`config.mk`:
```
export PLATFORM = sky130hd
export DESIGN_NAME = bfly_stage_ctrl_flat
export DESIGN_NICKNAME = d
export VERILOG_FILES = /design/src/rtl/bfly_stage_if.sv /design/src/rtl/bfly_stage_ctrl.sv /design/src/flat_wrapper.sv
export SDC_FILE = /design/constraint.sdc
export NUM_CORES = 1
export LEC_CHECK = 0
export ABC_AREA = 1
export CORE_MARGIN = 4
export CORE_UTILIZATION = 36
export DETAILED_ROUTE_END_ITERATION = 8
export PLACE_DENSITY = 0.59
export SLEW_MARGIN = 20
export SYNTH_ARGS = -nofsm -noshare
export SYNTH_HDL_FRONTEND = slang
export SYNTH_SLANG_ARGS = --single-unit
export TNS_END_PERCENT = 50
```
`constraint.sdc`:
```
create_clock -name clk -period 2.1 [get_ports clk]
set_input_delay 0.525 -clock clk [delete_from_list [all_inputs] [get_ports clk]]
set_output_delay 0.525 -clock clk [all_outputs]
set_load 0.02 [all_outputs]
```
`src/rtl/bfly_stage_if.sv`:
```
// Beat-stream and control bundle between an upstream sample source and the
// butterfly stage controller.
interface bfly_stage_if #(
  parameter int AW = 4
);
  logic          valid_in;
  logic          sop_in;
  logic          clr_err;
  logic          sr_write;
  logic          sr_read;
  logic          bfly_en;
  logic [AW-1:0] tw_addr;
  logic          out_sel;
  logic          valid_out;
  logic          sop_out;
  logic          eop_out;
  logic          busy;
  logic          err_overrun;
  logic          err_sync;

  modport master (
    output valid_in, sop_in, clr_err,
    input  sr_write, sr_read, bfly_en, tw_addr, out_sel,
    input  valid_out, sop_out, eop_out, busy, err_overrun, err_sync
  );

  modport slave (
    input  valid_in, sop_in, clr_err,
    output sr_write, sr_read, bfly_en, tw_addr, out_sel,
    output valid_out, sop_out, eop_out, busy, err_overrun, err_sync
  );
endinterface

```
`src/rtl/bfly_stage_ctrl.sv`:
```
// Sequencer for one radix-2 butterfly stage: fills a half-frame delay line,
// computes against the second half, then drains the stored differences.
module bfly_stage_ctrl #(
  parameter int NUM  = 16,
  parameter int DATA = 512,
  parameter int HALF = DATA / NUM / 2,
  parameter int AW   = (HALF > 1) ? $clog2(HALF) : 1
) (
  input  logic      clk,
  input  logic      rstn,
  bfly_stage_if.slave bus
);

  typedef enum logic [1:0] {IDLE, FILL, COMPUTE, DRAIN} state_t;

  localparam logic [AW-1:0] LAST = AW'(HALF - 1);

  state_t        state_q, state_d;
  logic [AW-1:0] cnt_q, cnt_d;
  logic [AW-1:0] tw_q, tw_d;
  logic          wr_d, rd_d, en_d, sel_d;
  logic          ovr_set, sync_set;
  logic          last;

  logic sr_write_q, sr_read_q, bfly_en_q, out_sel_q;
  logic valid_out_q, sop_out_q, eop_out_q, busy_q;
  logic ovr_q, sync_q;

  assign last = (cnt_q == LAST);

  // NOTE: every signal written here gets a default first, so no latch is inferred.
  always_comb begin
    state_d  = state_q;
    cnt_d    = cnt_q;
    tw_d     = tw_q;
    wr_d     = 1'b0;
    rd_d     = 1'b0;
    en_d     = 1'b0;
    sel_d    = 1'b0;
    ovr_set  = 1'b0;
    sync_set = 1'b0;

    unique case (state_q)
      IDLE: begin
        if (bus.valid_in && bus.sop_in) begin
          state_d = FILL;
          cnt_d   = AW'(1);
          wr_d    = 1'b1;
        end
      end

      FILL, COMPUTE: begin
        if (bus.valid_in) begin
          if (bus.sop_in) begin
            // A fresh start-of-frame abandons the current frame; its beat
            // becomes beat 0 of the new one.
            sync_set = 1'b1;
            state_d  = FILL;
            cnt_d    = AW'(1);
            wr_d     = 1'b1;
          end else begin
            cnt_d = last ? '0 : cnt_q + AW'(1);
            if (state_q == FILL) begin
              wr_d = 1'b1;
              if (last) state_d = COMPUTE;
            end else begin
              rd_d = 1'b1;
              en_d = 1'b1;
              tw_d = cnt_q;
              if (last) state_d = DRAIN;
            end
          end
        end
      end

      DRAIN: begin
        // Drain runs unconditionally; any beat offered now is lost.
        rd_d    = 1'b1;
        sel_d   = 1'b1;
        cnt_d   = last ? '0 : cnt_q + AW'(1);
        ovr_set = bus.valid_in;
        if (last) state_d = IDLE;
      end

      default: state_d = IDLE;
    endcase
  end

  // NOTE: sequential state uses non-blocking assignments so every flop samples pre-edge values.
  always_ff @(posedge clk or negedge rstn) begin
    if (!rstn) begin
      state_q     <= IDLE;
      cnt_q       <= '0;
      tw_q        <= '0;
      sr_write_q  <= 1'b0;
      sr_read_q   <= 1'b0;
      bfly_en_q   <= 1'b0;
      out_sel_q   <= 1'b0;
      valid_out_q <= 1'b0;
      sop_out_q   <= 1'b0;
      eop_out_q   <= 1'b0;
      busy_q      <= 1'b0;
      ovr_q       <= 1'b0;
      sync_q      <= 1'b0;
    end else begin
      state_q    <= state_d;
      cnt_q      <= cnt_d;
      tw_q       <= tw_d;
      sr_write_q <= wr_d;
      sr_read_q  <= rd_d;
      bfly_en_q  <= en_d;
      out_sel_q  <= sel_d;
      busy_q     <= (state_d != IDLE);

      // Output beat follows its compute or drain strobe by one cycle.
      valid_out_q <= bfly_en_q | out_sel_q;
      sop_out_q   <= bfly_en_q && (tw_q == '0);
      // Only the final drain strobe coincides with the FSM back in IDLE.
      eop_out_q   <= out_sel_q && (state_q == IDLE);

      if (ovr_set)          ovr_q <= 1'b1;
      else if (bus.clr_err) ovr_q <= 1'b0;

      if (sync_set)         sync_q <= 1'b1;
      else if (bus.clr_err) sync_q <= 1'b0;
    end
  end

  assign bus.sr_write    = sr_write_q;
  assign bus.sr_read     = sr_read_q;
  assign bus.bfly_en     = bfly_en_q;
  assign bus.tw_addr     = tw_q;
  assign bus.out_sel     = out_sel_q;
  assign bus.valid_out   = valid_out_q;
  assign bus.sop_out     = sop_out_q;
  assign bus.eop_out     = eop_out_q;
  assign bus.busy        = busy_q;
  assign bus.err_overrun = ovr_q;
  assign bus.err_sync    = sync_q;

endmodule

```
`src/flat_wrapper.sv`:
```
// flat-port wrapper written by rule: the top's interface ports become plain ports
module bfly_stage_ctrl_flat 
#(
  parameter int NUM  = 16,
  parameter int DATA = 512,
  parameter int HALF = DATA / NUM / 2,
  parameter int AW   = (HALF > 1) ? $clog2(HALF) : 1
)
  (clk, rstn, bus_valid_in, bus_sop_in, bus_clr_err, bus_sr_write, bus_sr_read, bus_bfly_en, bus_tw_addr, bus_out_sel, bus_valid_out, bus_sop_out, bus_eop_out, bus_busy, bus_err_overrun, bus_err_sync);
  bfly_stage_if #(.AW(AW)) bus_i ();
  input  logic clk;
  input  logic rstn;
  input wire logic [$bits(bus_i.valid_in)-1:0] bus_valid_in;
  input wire logic [$bits(bus_i.sop_in)-1:0] bus_sop_in;
  input wire logic [$bits(bus_i.clr_err)-1:0] bus_clr_err;
  output wire logic [$bits(bus_i.sr_write)-1:0] bus_sr_write;
  output wire logic [$bits(bus_i.sr_read)-1:0] bus_sr_read;
  output wire logic [$bits(bus_i.bfly_en)-1:0] bus_bfly_en;
  output wire logic [$bits(bus_i.tw_addr)-1:0] bus_tw_addr;
  output wire logic [$bits(bus_i.out_sel)-1:0] bus_out_sel;
  output wire logic [$bits(bus_i.valid_out)-1:0] bus_valid_out;
  output wire logic [$bits(bus_i.sop_out)-1:0] bus_sop_out;
  output wire logic [$bits(bus_i.eop_out)-1:0] bus_eop_out;
  output wire logic [$bits(bus_i.busy)-1:0] bus_busy;
  output wire logic [$bits(bus_i.err_overrun)-1:0] bus_err_overrun;
  output wire logic [$bits(bus_i.err_sync)-1:0] bus_err_sync;
  assign bus_i.valid_in = bus_valid_in;
  assign bus_i.sop_in = bus_sop_in;
  assign bus_i.clr_err = bus_clr_err;
  assign bus_sr_write = bus_i.sr_write;
  assign bus_sr_read = bus_i.sr_read;
  assign bus_bfly_en = bus_i.bfly_en;
  assign bus_tw_addr = bus_i.tw_addr;
  assign bus_out_sel = bus_i.out_sel;
  assign bus_valid_out = bus_i.valid_out;
  assign bus_sop_out = bus_i.sop_out;
  assign bus_eop_out = bus_i.eop_out;
  assign bus_busy = bus_i.busy;
  assign bus_err_overrun = bus_i.err_overrun;
  assign bus_err_sync = bus_i.err_sync;
  bfly_stage_ctrl #(.NUM(NUM), .DATA(DATA), .HALF(HALF), .AW(AW)) u_core (.clk(clk), .rstn(rstn), .bus(bus_i));
endmodule
```
# Word level (Yosys, flattened, before mapping)
# Index checks and enable logic that the tools add are counted.
[classes] mul=0 addsub=1 n_reduce_logical=11 mux=31 div_mod_pow=0 bitwise_logic=3 n_lt_le_gt_ge=0 eq_ne=6 shift=0
[ops] operator="1-bit two-way mux" n=16
[ops] operator="4-bit two-way mux" n=4
[ops] operator="2-bit two-way mux" n=7
[ops] operator="4-bit one-hot mux with 3 select lines" n=1
[ops] operator="2-bit one-hot mux with 3 select lines" n=1
[ops] operator="2-bit nonzero test" n=3
[ops] operator="4-bit by 1-bit adder with 4-bit output (second input constant)" n=1
[ops] operator="2-bit == test (second input constant)" n=2
[ops] operator="4-bit == test (second input constant)" n=1
[ops] operator="4-bit zero test" n=1
[ops] operator="1-bit one-hot mux with 2 select lines" n=2
[ops] operator="4-bit AND reduction" n=1
[ops] operator="1-bit logical AND" n=3
[ops] operator="2-bit by 1-bit == test with 1-bit output (second input constant)" n=1
[ops] operator="2-bit zero test" n=1
[ops] operator="2-bit by 1-bit inequality test with 1-bit output (second input constant)" n=1
[ops] operator="2-bit inequality test (second input constant)" n=1
[ops] operator="1-bit NOT" n=2
[ops] operator="2-bit AND reduction" n=1
[ops] operator="2-bit OR reduction" n=1
[ops] operator="1-bit bitwise OR" n=1
[word_totals] output_inout_bits=14 memories=0 romBits=0 mem_bits_rw=0 latch_bits=0 reg_bits=20 elab_cells=65

# Depth between registers and ports, before layout
# Gate-level depths: netlist of the first run.
[logic_depth] word_depth=7 depth_mapped=9 depth_no_buf=9

# Least setup slack after synthesis of the first run
# Ideal clock, no wire load.
[synth_path] path_kind="register to register" start="reg u_core.state_q[0]" end="reg u_core.tw_q[1], in the netlist u_core.bus.tw_addr[1]" required_time_ps=1974 path_stages_with_launch=9 n_path_buf=0 arrival_ps=1169 slack_ps=804 path_cell_list="dfrtp_1 > inv_1 > ha_1 > nand2_1 > inv_1 > nand2_2 > inv_2 > nand2_1 > o21ai_0"
[synth_via] elab_chain_cells=3 elab_cells_between_ends=5 classes_between="2 x eq/ne; 1 x bitwise; 2 x reduce/logical"
[synth_rtl] item="start, declared" line="bfly_stage_ctrl.sv:18" text="state_t state_q, state_d;"
[synth_rtl] item="start signal, assigned" line="bfly_stage_ctrl.sv:106" text="state_q <= state_d;"
[synth_rtl] item="2-bit == test or 2-bit by 1-bit == test with 1-bit output (tied branches)" line="bfly_stage_ctrl.sv:43, bfly_stage_ctrl.sv:63"
[synth_rtl] item="2-bit OR reduction or 1-bit NOT (tied branches)"
[synth_rtl] item="4-bit AND reduction (no source line) *"
[synth_rtl] item="end signal, assigned" line="bfly_stage_ctrl.sv:108" text="tw_q <= tw_d;"
[synth_rtl] item="end, declared" line="bfly_stage_ctrl.sv:20" text="logic [AW-1:0] tw_q, tw_d;"
# Mark *: on every way between the ends. The rest lies on a longest branch, timed or not.
# A chain may end at the register's enable or synchronous reset.

# Final worst setup path of the first run
[layout_path] start="reg u_core.tw_q[3], in the netlist u_core.bus.tw_addr[3]" end="out bus_tw_addr[3]"
[layout_lines] item="end, declared" line="flat_wrapper.sv:19" text="output wire logic [$bits(bus_i.tw_addr)-1:0] bus_tw_addr;"
# No word-level cell between the ends.

==> impl_metrics.ini, run 1 <==
[run_status]
run_status = complete, no violations

[clocking]
cts_tree = built
clk_pin_slew_ns = 0.12
cts-root-buf = clkbuf_4
cts_resized = 0
cts_buffers = 3
cts_sinks = 20
ctsHoldBuffers = 0
cts_buffer_depth = 2
clock_latency_ns = 0.30
h-tree-depth = 1
cts_setup_buffers = 0

[die]
initial_core_util_pct = 39.18
ios = 19
floorplan.rows = 18
core_area_um2 = 2567
dieArea_um2 = 3704
die_h_um = 60.86
die_w_um = 60.86

[critical_path]
slowest_stage = clkdlybuf4s50_1
critPathBufInv = 1
cp-endpoint = bus_tw_addr[3]
crit_path_cell_trace = clkdlybuf4s50_1
cp.required_ns = 1.57
rr_worst_depth = 8
worstSetupStartpointType = flop
rr_startpoint = u_core.state_q[1]
cp-end-kind = output pin
critPathMaxFanout = 3
r2r_setup_slack_ns = 0.63
crit_cells = 1
critPathMaxStageDelay_ns = 0.62
setup.worst_path.start = u_core.bus.tw_addr[3]
worstSetupPathType = reg -> out
reg2reg_to = u_core.bus.busy
arrival_ns = 1.31
cp_top_family = buffers and inverters

[power]
p_sw_mw = 0.5541
sequentialPowerShare_pct = 36.9
p_total_mw = 1.478
p_leak_nw = 0.6667
peakVddDrop_mv = 0.5716
pwr_density_cell_nw_per_um2 = 1161
p_int_mw = 0.9244
p_clk_share_pct = 21.1
combPwrFrac_pct = 42.1
swShare_pct = 37.48

[timing]
clock_skew_ns = 0.009626
rsz0062_at_grt = false
setup_viol = 0
fmaxAchievable_ghz = 0.5455
tightestPinTransition_ns = 0.3018
slew_viol_final = 0
slew_headroom_pct = 79.82
setup_tns_ns = 0
holdWs_ns = 0.4709
period_needed_ns = 1.833
layout_setup_ws_ns = 0.2670
finalHoldViolCount = 0
layout_worst_path_cycle_share_pct = 87.29

[drt]
drc_errors = 0
vias = 824
first_pass_iters = 4
drtAntennaViolNets = 0
wl_per_cell_um = 11.33
drtIter0Drc = 24
wl_um = 1972
post_drt_via_cell_ratio = 4.736

[hold_path]
min_from = u_core.bus.tw_addr[2]
min_path_type = reg -> reg

[logic_synthesis]
synth_warnings = 0
ys_ff_latch = 20
synth.distinct_cells = 19
synth.net_count = 133
synth_cells = 123
synth_seq_area_share_pct = 49.75
syn_avg_cell_area_um2 = 8.179
syn_area_um2 = 1006

[grt]
grt_max_degree = 21
grt-ovfl-total = 0
grt_pass1_wl_um = 3263
antenna_found_initial = 0
grt_pass1_vias = 754
grt_use_total_pct = 12.33

[final_layout]
final_layout_size_suffix_gt1_share_pct = 9.722
areaGrowthSynthToFinish_pct = 26.62
fin_nets = 155
layout_commonest_cell = nand2_1
most-common-layout-cells = nand2_1, dfrtp_1, inv_1
diodes = 0
design_area_um2 = 1274

[placed_design]
port_buffers = 18
hpwl_um = 1556
place_ws_ns = 0.3178
gp_congestion = 0.8603
placed_cell_area_um2 = 1221

[job]
cap_violations = 0
-- stage by stage --
step,utilization (%),cells
4_1_cts,49.61,174
3_5_place_dp,47.56,170
2_1_floorplan,-,123
3_3_place_gp,47.56,170
5_1_grt,49.61,174
6_report,49.61,174
-- cell usage after synthesis --
cell | n | area (um^2)
nand2_1 | 33 | 123.9
dfrtp_1 | 20 | 500.5
inv_1 | 19 | 71.32
nand3_1 | 9 | 45.04
nor2_1 | 8 | 30.03
o21ai_0 | 6 | 30.03
ha_1 | 5 | 62.56
a21oi_1 | 4 | 20.02
nand2_2 | 4 | 25.02
buf_2 | 2 | 10.01
nand2_4 | 2 | 22.52
nand4_1 | 2 | 12.51
o21ai_1 | 2 | 10.01
o22ai_1 | 2 | 12.51
inv_2 | 1 | 3.750
inv_4 | 1 | 6.260
nor4_1 | 1 | 6.260
o21bai_1 | 1 | 7.510
or2_2 | 1 | 6.260
-- sequential cells by signal, summed over array words and instances, names as in the netlist --
signal and count:
u_core.bus.busy 1, u_core.bus.err_overrun 1, u_core.bus.out_sel 1, u_core.bus.sr_read 1, u_core.bus.valid_out 1, u_core.bus.eop_out 1, u_core.bus.sop_out 1, u_core.bus.bfly_en 1
u_core.bus.err_sync 1, u_core.bus.tw_addr 4, u_core.cnt_q 4, u_core.state_q 2, u_core.bus.sr_write 1
-- how the worst min path moves through the flow --
stage	to	slack [ns]	depth (start not counted)
2_1_floorplan	u_core.bus.bfly_en	0.23	0
6_report	u_core.bus.sop_out	0.47	1
4_1_cts	u_core.bus.sop_out	0.47	1
3_5_place_dp	u_core.bus.sop_out	0.45	1
3_3_place_gp	u_core.bus.sop_out	0.45	1
5_1_grt	u_core.bus.sop_out	0.50	1
-- cells by family after synthesis --
| family | count (synthesis) | synth area share [%] |
|---|---|---|
| simple gates | 60 | 26.99 |
| fa+ha+maj | 5 | 6.219 |
| flops | 20 | 49.75 |
| compound gates | 15 | 7.961 |
| buf+inv | 23 | 9.080 |
-- metal layers --
layer  global-route usage, %  up-vias  wire length, um
met5                       0        -                0
met4                   9.288        0               40
li1                        -      423                -
met3                   1.277        2              110
met1                   16.43      378              934
met2                   18.32       21              885
-- area by class of cell --
class	count	area, um^2
Fill cell	254	1294
Sequential cell	20	500.5
Multi-Input combinational cell	80	414.1
Inverter	21	81.33
Clock inverter	1	30.03
Clock buffer	3	22.52
Timing Repair Buffer	19	187.7
Tap cell	30	37.54
-- power groups by stage --
stage / combinational, mW / sequential [mW] / clock (mW)
after floorplan: 0.360 / 0.611 / 0
after global placement: 0.625 / 0.552 / 0
after detailed placement: 0.626 / 0.554 / 0
after CTS: 0.628 / 0.545 / 0.324
after global routing: 0.698 / 0.559 / 0.341
final: 0.622 / 0.545 / 0.312
Note: power is estimated with default switching activity, not from simulation.
==> inputs of run 2 (changes only) <==
Settings changed: CORE_MARGIN 4 to unset.
==> run 2 against run 1 <==
  * Setup slack worse by 0.0031 ns
  * Clock skew is 0.0030 ns higher
  * Final cell count stayed put
  * Highest routed layer unchanged
  * Sequential power hardly changed
  * Flip-flop and latch count stayed put
  * Die area is 19% lower
  * Critical path depth stayed put
  * Clock power is 30% lower
  * Sequential share of layout area is 0.51 points higher
  * Clock-buffer cell count is 1 higher
  * First-iteration DRC count is 4.2% lower
==> impl_metrics.ini, run 2 (synthesis gave the netlist of run 1 again) <==
[placed_design]
port_buffers = 18
dp_cells = 170
hpwl_um = 1459
placed_cell_area_um2 = 1221
gp_congestion = 0.8290

[clocking]
cts_setup_buffers = 0
cts_buffer_depth = 2
cts_buffers = 3
cts-root-buf = clkbuf_4
clk_pin_slew_ns = 0.12
clock_latency_ns = 0.30
h-tree-depth = 1
ctsHoldBuffers = 0
cts_sinks = 20
cts_tree = built
cts_resized = 0

[final_layout]
stdcell_count = 174
num-fill-cells = 263
fin_nets = 155
fin_util_pct = 48.98
final_layout_size_suffix_gt1_share_pct = 9.722
layout_commonest_cell = nand2_1
diodes = 0
areaGrowthSynthToFinish_pct = 25.00
most-common-layout-cells = nand2_1, dfrtp_1, inv_1
design_area_um2 = 1257

[grt]
grt-ovfl-total = 0
antenna_found_initial = 0
grt_pass1_vias = 739
grt_pass1_wl_um = 3167
grt_max_degree = 21
grt_use_total_pct = 15.26

[job]
cap_violations = 0

[timing]
slew_headroom_pct = 79.90
layout_worst_path_cycle_share_pct = 87.43
clock_skew_ns = 0.01265
tightestPinTransition_ns = 0.3006
period_needed_ns = 1.836
finalHoldViolCount = 0
setup_viol = 0
slew_viol_final = 0
fmaxAchievable_ghz = 0.5446
setup_tns_ns = 0
rsz0062_at_grt = false

[critical_path]
cp-endpoint = bus_tw_addr[3]
critPathMaxStageDelay_ns = 0.61
cp.required_ns = 1.57
worstSetupPathType = reg -> out
critPathMaxFanout = 3
rr_worst_depth = 8
crit_path_cell_trace = clkdlybuf4s50_1
critPathBufInv = 1
cp-end-kind = output pin
rr_startpoint = u_core.state_q[1]
r2r_setup_slack_ns = 0.63
reg2reg_to = u_core.bus.busy
slowest_stage = clkdlybuf4s50_1
setup.worst_path.start = u_core.bus.tw_addr[3]
crit_cells = 1
arrival_ns = 1.31
worstSetupStartpointType = flop
cp_top_family = buffers and inverters

[die]
initial_core_util_pct = 39.18
die_h_um = 54.86
dieArea_um2 = 3010
core_area_um2 = 2567
die_w_um = 54.86
ios = 19
floorplan.rows = 18

[drt]
drtIter0Drc = 23
first_pass_iters = 4
vias = 808
wl_per_cell_um = 10.94
drc_errors = 0
drtAntennaViolNets = 0
wl_um = 1903
post_drt_via_cell_ratio = 4.644

[hold_path]
min_path_type = reg -> reg

[power]
p_total_mw = 1.384
p_leak_nw = 0.6598
peakVddDrop_mv = 0.6439
pwr_density_cell_nw_per_um2 = 1101

[run_status]
run_status = complete, no violations
-- run 2: changes by cell type in the layout (fill, tap and decap cells not counted), sizes merged --
| cell | delta |
|---|---|
| bufinv | -1 |
| clkbuf | +1 |
-- run 2: metrics by stage --
step	setup slack (ns)	hold slack [ns]
floorplan	0.8044	0.2294
global placement	0.3500	0.4486
detailed placement	0.3135	0.4570
CTS	0.2489	0.4757
global route	0.2052	0.4895
finish	0.2639	0.4708
-- run 2: worst min path at each step --
stage / from / endpoint / slack (ns) / cells after the start
floorplan: rstn / u_core.bus.bfly_en / 0.23 / 0
global placement: u_core.bus.tw_addr[3] / u_core.bus.sop_out / 0.45 / 1
detailed placement: u_core.bus.tw_addr[2] / u_core.bus.sop_out / 0.46 / 1
CTS: u_core.bus.tw_addr[2] / u_core.bus.sop_out / 0.48 / 1
global route: u_core.bus.tw_addr[2] / u_core.bus.sop_out / 0.49 / 1
finish: u_core.bus.tw_addr[2] / u_core.bus.sop_out / 0.47 / 1
-- run 2: cell type report --
type | instances | area, um^2 | share of cell area [%]
clock buffers | 4 | 36.28 | 2.886
inverters | 21 | 81.33 | 6.468
multi-input cells | 80 | 414.1 | 32.94
flip-flops and latches | 20 | 500.5 | 39.80
well taps | 30 | 37.54 | 2.985
repair buffers | 19 | 187.7 | 14.93
-- run 2: report_power, final --
part	switching (mW)	leakage [nW]	internal, mW
registers	0.0699	0.262	0.477
logic	0.365	0.377	0.254
clock network	0.113	0.0210	0.106
-- run 2: metal layers --
layer	vias up	routed length, um	track usage, %
li1	429	-	-
met1	362	1019	20.51
met2	15	794	23.29
met3	2	61	2.500
met4	0	27	7.692
met5	-	0	0
